==> config.mk <==
export PLATFORM = sky130hd
export DESIGN_NAME = fft8_addr_gen
export DESIGN_NICKNAME = d
export VERILOG_FILES = /design/src/rtl/fft8_pkg.sv /design/src/rtl/fft8_bfly_idx.sv /design/src/rtl/fft8_addr_gen.sv
export SDC_FILE = /design/constraint.sdc
export NUM_CORES = 1
export LEC_CHECK = 0
export ABC_AREA = 0
export CAP_MARGIN = 20
export CORE_MARGIN = 2
export CORE_UTILIZATION = 48
export DETAILED_ROUTE_END_ITERATION = 10
export DONT_BUFFER_PORTS = 1
export PLACE_DENSITY = 0.69
export SYNTH_ARGS = -nofsm -noshare
export SYNTH_HDL_FRONTEND = slang
export SYNTH_SLANG_ARGS = --single-unit
==> constraint.sdc <==
create_clock -name clk -period 3.3 [get_ports clk]
set_input_delay 0.495 -clock clk [delete_from_list [all_inputs] [get_ports clk]]
set_output_delay 0.495 -clock clk [all_outputs]
set_load 0.05 [all_outputs]
==> src/rtl/fft8_pkg.sv <==
// Shared constants, state encoding and delay-line payload for the 8-point FFT sequencer.
package fft8_pkg;
    localparam int N     = 8;
    localparam int LOG2N = 3;
    localparam int NBFLY = 4;

    typedef enum logic [2:0] {
        IDLE,
        ISSUE,
        GAP,
        FLUSH,
        DONE
    } state_t;

    typedef struct packed {
        logic             vld;
        logic [LOG2N-1:0] a;
        logic [LOG2N-1:0] b;
        logic [1:0]       s;
    } bfly_t;
endpackage

==> src/rtl/fft8_bfly_idx.sv <==
// Maps (stage, butterfly) to the in-place DIT operand pair and twiddle exponent.
module fft8_bfly_idx
    import fft8_pkg::*;
(
    input  logic [1:0]       s,
    input  logic [1:0]       k,
    output logic [LOG2N-1:0] a,
    output logic [LOG2N-1:0] b,
    output logic [LOG2N-1:0] tw_index
);
    logic [2:0] kx, span, grp, pos;

    always_comb begin
        kx       = {1'b0, k};
        span     = 3'd1 << s;
        grp      = kx >> s;
        pos      = kx & (span - 3'd1);
        a        = ((grp * span) << 1) + pos;
        b        = a + span;
        tw_index = pos << (2'd2 - s);
    end
endmodule

==> src/rtl/fft8_addr_gen.sv <==
// Stage/butterfly sequencer for the in-place radix-2 8-point FFT: drives the twiddle ROM,
// then presents the operand pair aligned with the ROM's registered output.
module fft8_addr_gen
    import fft8_pkg::*;
#(
    parameter int TW_LAT    = 1,
    parameter int STAGE_GAP = 2
) (
    input  logic       clk,
    input  logic       rst,
    input  logic       start,
    output logic       busy,
    output logic       tw_en,
    output logic [2:0] tw_index,
    output logic       bfly_valid,
    output logic [2:0] addr_a,
    output logic [2:0] addr_b,
    output logic [1:0] stage,
    output logic       done
);
    state_t     state, state_nxt;
    logic [1:0] s_cnt, s_nxt, k_cnt, k_nxt;
    logic [7:0] w_cnt, w_nxt;
    logic [2:0] a_c, b_c, tw_c;
    bfly_t      bfly_c;
    bfly_t      bfly_p0;
    bfly_t      dly_p1 [TW_LAT];

    fft8_bfly_idx u_idx (
        .s        (s_cnt),
        .k        (k_cnt),
        .a        (a_c),
        .b        (b_c),
        .tw_index (tw_c)
    );

    always_comb begin
        state_nxt = state;
        s_nxt     = s_cnt;
        k_nxt     = k_cnt;
        w_nxt     = w_cnt;
        bfly_c    = '0;
        case (state)
            IDLE: begin
                if (start) begin
                    state_nxt = ISSUE;
                    s_nxt     = '0;
                    k_nxt     = '0;
                end
            end
            ISSUE: begin
                bfly_c.vld = 1'b1;
                bfly_c.a   = a_c;
                bfly_c.b   = b_c;
                bfly_c.s   = s_cnt;
                w_nxt      = '0;
                if (k_cnt == 2'(NBFLY - 1)) begin
                    k_nxt = '0;
                    if (s_cnt == 2'(LOG2N - 1))
                        state_nxt = FLUSH;
                    else if (STAGE_GAP == 0)
                        s_nxt = s_cnt + 2'd1;
                    else
                        state_nxt = GAP;
                end else begin
                    k_nxt = k_cnt + 2'd1;
                end
            end
            GAP: begin
                if (w_cnt == 8'(STAGE_GAP - 1)) begin
                    state_nxt = ISSUE;
                    s_nxt     = s_cnt + 2'd1;
                end else begin
                    w_nxt = w_cnt + 8'd1;
                end
            end
            // Let the last ROM read drain before signalling completion.
            FLUSH: begin
                if (w_cnt == 8'(TW_LAT - 1))
                    state_nxt = DONE;
                else
                    w_nxt = w_cnt + 8'd1;
            end
            DONE:    state_nxt = IDLE;
            default: state_nxt = IDLE;
        endcase
    end

    always_ff @(posedge clk) begin
        if (rst) begin
            state    <= IDLE;
            s_cnt    <= '0;
            k_cnt    <= '0;
            w_cnt    <= '0;
            busy     <= 1'b0;
            done     <= 1'b0;
            tw_index <= '0;
            bfly_p0  <= '0;
            for (int i = 0; i < TW_LAT; i++) dly_p1[i] <= '0;
        end else begin
            state <= state_nxt;
            s_cnt <= s_nxt;
            k_cnt <= k_nxt;
            w_cnt <= w_nxt;
            busy  <= (state != IDLE) && (state != DONE);
            done  <= (state == DONE);
            if (state == ISSUE) tw_index <= tw_c;
            // p0: ROM request issued; p1 line: mirrors the ROM read latency
            bfly_p0   <= bfly_c;
            dly_p1[0] <= bfly_p0;
            for (int i = 1; i < TW_LAT; i++) dly_p1[i] <= dly_p1[i-1];
        end
    end

    assign tw_en      = bfly_p0.vld;
    assign bfly_valid = dly_p1[TW_LAT-1].vld;
    assign addr_a     = dly_p1[TW_LAT-1].a;
    assign addr_b     = dly_p1[TW_LAT-1].b;
    assign stage      = dly_p1[TW_LAT-1].s;
endmodule
==> flow_summary_export.csv <==
group,metric,value,unit
finish,diodes,0,
run,maxCapViolCount,0,
worst_setup_path,crit_fanout,8,
clock_tree,cts_buffer_depth,2,
timing,max_freq,400,MHz
global_routing,grt.overflow.total,0,
power_and_ir_drop,p_int,742,uW
clock_tree,cts_hold_buffers,0,
detailed_routing,routed_wl,2960,um
global_routing,first_global_vias,1209,
detailed_routing,vias,1219,
die,pin_count,18,
synthesis,synth_cell_types,44,
global_routing,grt_max_degree,24,
clock_tree,postCtsSetupBuffers,0,
power_and_ir_drop,switching_power,446,uW
detailed_routing,drc,0,
timing,fin_crit,2.50,ns
die,initial_core_util,0.506,
timing,finClkSkew,0.00604,ns
worst_setup_path,rr_worst_depth,10,
power_and_ir_drop,seq_power_share,0.542,
clock_tree,clk_pin_slew_worst_paths,0.11,ns
timing,grt_setup_unrepaired,"no",
timing,maxSlewHeadroom,0.656,
synthesis,yosysSeqAreaShare,0.447,
finish,drive_above_1_share,0.0824,
synthesis,syn_area,1700,um^2
clock_tree,clock_sinks,38,
worst_setup_path,worstSetupEndpointType,"flip-flop",
synthesis,synth_edf_count,0,
finish,layout_commonest_cell,"dfxtp_1",
clock_tree,cts.htree.levels,2,
worst_setup_path,worstPathArrival,2.77,ns
timing,setup_viol,0,
synthesis,synth_cells,179,
detailed_routing,drtAntennaViolNets,0,
clock_tree,cts_made_buffers,5,
clock_tree,ctsResizeCount,0,
placed_design,gp_congestion,0.872,
die,core_region_area,3360,um^2
finish,layout_common_cells,"dfxtp_1, nor2_1, nor2b_1, inv_1",
synthesis,async_flop_share,0,
hold_path,holdPathStages,1,
timing,fin_tns_setup,0,ns
clock_tree,cts_tree,"done",
status,outcome,"complete, no violations",
finish,stdcell_area,1790,um^2
power_and_ir_drop,swShare,0.375,
detailed_routing,vias_per_cell,5.35,
timing,hold_viol,0,
power_and_ir_drop,pwr-share-comb,0.252,
hold_path,hold_path.class,"in -> reg",
clock_tree,clk_latency,0.33,ns
synthesis,synth_warnings,0,
die,fp.dieArea,4030,um^2
worst_setup_path,cpMaxStageDelayCell,"dfxtp_1",
synthesis,syn_avg_cell_area,9.50,um^2
detailed_routing,wl_per_cell,13.0,um
finish,area_growth_syn_to_layout,5.30,%
synthesis,ys_ff_latch,38,
worst_setup_path,critical_path_class,"reg -> reg",
synthesis,synthFlopType,"dfxtp_1",
worst_setup_path,required,3.57,ns
finish,fill_cells,351,
synthesis,syn_nets,192,
power_and_ir_drop,power_frac_clock,0.207,
timing,worst_slew_pin_slew,0.513,ns
worst_setup_path,cpPeakStageDelay,0.45,ns
global_routing,track_usage,0.169,
worst_setup_path,cp_cell_sequence,"inv_1 > ha_1 > xnor2_1 > and2_1 > ha_1 > inv_1 > fa_1 > xor2_1 > xnor3_1 > nor2_1",
clock_tree,cts-root-buf,"clkbuf_4",
die,fp.dieW,63.5,um
die,row_count,21,
power_and_ir_drop,ir_drop,347,uV
power_and_ir_drop,p_leak,0.000674,uW
worst_setup_path,start_kind,"flip-flop",
power_and_ir_drop,powerDensity,663,nW/um^2
timing,maxSlewViolCount,0,
detailed_routing,dr.pass1.iters,4,
die,fp.dieH,63.5,um
global_routing,grt_first_pass_wirelength,5310,um
detailed_routing,drtIter0Drc,45,
timing,timing.final.crit_share,0.758,
placed_design,place_hpwl,2160,um
placed_design,port_buffers,0,
finish,nets,194,
global_routing,antenna_found_initial,0,
placed_design,dpl_cell_area,1730,um^2
worst max-delay path: cells and delay by family, from the launching register on:
kind / cells / cell delay (ns)
flops: 1 / 0.45
buf+inv: 2 / 0.25
fa+ha+maj: 3 / 0.95
xor+xnor: 3 / 0.51
simple gates: 2 / 0.26
cell families after synthesis:
logic type | after synthesis | share of synthesized area
AO/OA/AOI/OAI | 26 | 0.0993
XOR/XNOR | 10 | 0.0640
adder cells (fa/ha/maj) | 10 | 0.0780
buffers and inverters | 16 | 0.0405
flip-flops | 38 | 0.447
multiplexers | 5 | 0.0294
AND/OR/NAND/NOR | 74 | 0.241
registers in the layout (all words and copies together) (netlist names):
register  cells
tw_index      3
k_cnt         2
tw_en         1
bfly_p0       8
busy          1
dly_p1        9
done          1
s_cnt         2
state         3
w_cnt         8
final timing paths:
path	startpoint	endpoint	slack [ns]
setup / recovery	s_cnt[0]	bfly_p0[4]	0.80
hold / removal	rst	busy	0.21
setup reg to reg	s_cnt[0]	bfly_p0[4]	0.80
hold reg to reg	bfly_p0[3]	dly_p1[0][3]	0.45
per-layer routing:
layer  GRT usage  vias to the layer above  share of wire  wire [um]
li1            -                      613              -          -
met1       0.193                      576           0.45       1320
met2       0.283                       24           0.49       1450
met3      0.0679                        6          0.050        148
met4      0.0598                        0          0.015         43
met5           0                        -              0          0
power by group through the flow:
| stage | registers, uW | clock network (uW) | logic, uW |
|---|---|---|---|
| floorplan | 622 | 0 | 280 |
| global placement | 651 | 0 | 289 |
| detailed placement | 654 | 0 | 300 |
| CTS | 643 | 258 | 302 |
| global route | 653 | 279 | 342 |
| finish | 643 | 245 | 299 |
per-stage QoR:
step,setup WS (ns),power [uW],util,cells,hold WS (ns)
after floorplan,1.03,902,-,179,0.414
after global placement,0.933,941,0.515,220,0.414
after detailed placement,0.798,955,0.515,220,0.426
after CTS,0.764,1200,0.532,228,0.198
after global routing,0.592,1270,0.532,228,0.181
final,0.798,1190,0.532,228,0.213
area by class of cell:
type                       count  area (um^2)  area share
tap                           46         57.6      0.0321
clock buffer                   7         55.1      0.0307
sequential                    38          761       0.425
clock inverter                 1         5.00     0.00280
inverter                      11         41.3      0.0231
multi-input combinational    125          871       0.486
cells in the mapped netlist (all sizes together) (3+ instances only):
cell    number  area [um^2]
a21oi        9         45.0
a31oi        3         18.8
clkbuf       3         11.3
dfxtp       38          761
ha           9          113
inv         11         41.3
mux2i        5         50.1
nand2        7         26.3
nand2b       3         18.8
nand3        5         25.0
nand4        3         18.8
nor2        24         90.1
nor2b       11         68.8
nor3         7         45.0
nor4         3         25.0
o21ai        4         20.0
xnor2        7         68.8
Power figures use the tool's default switching activity.
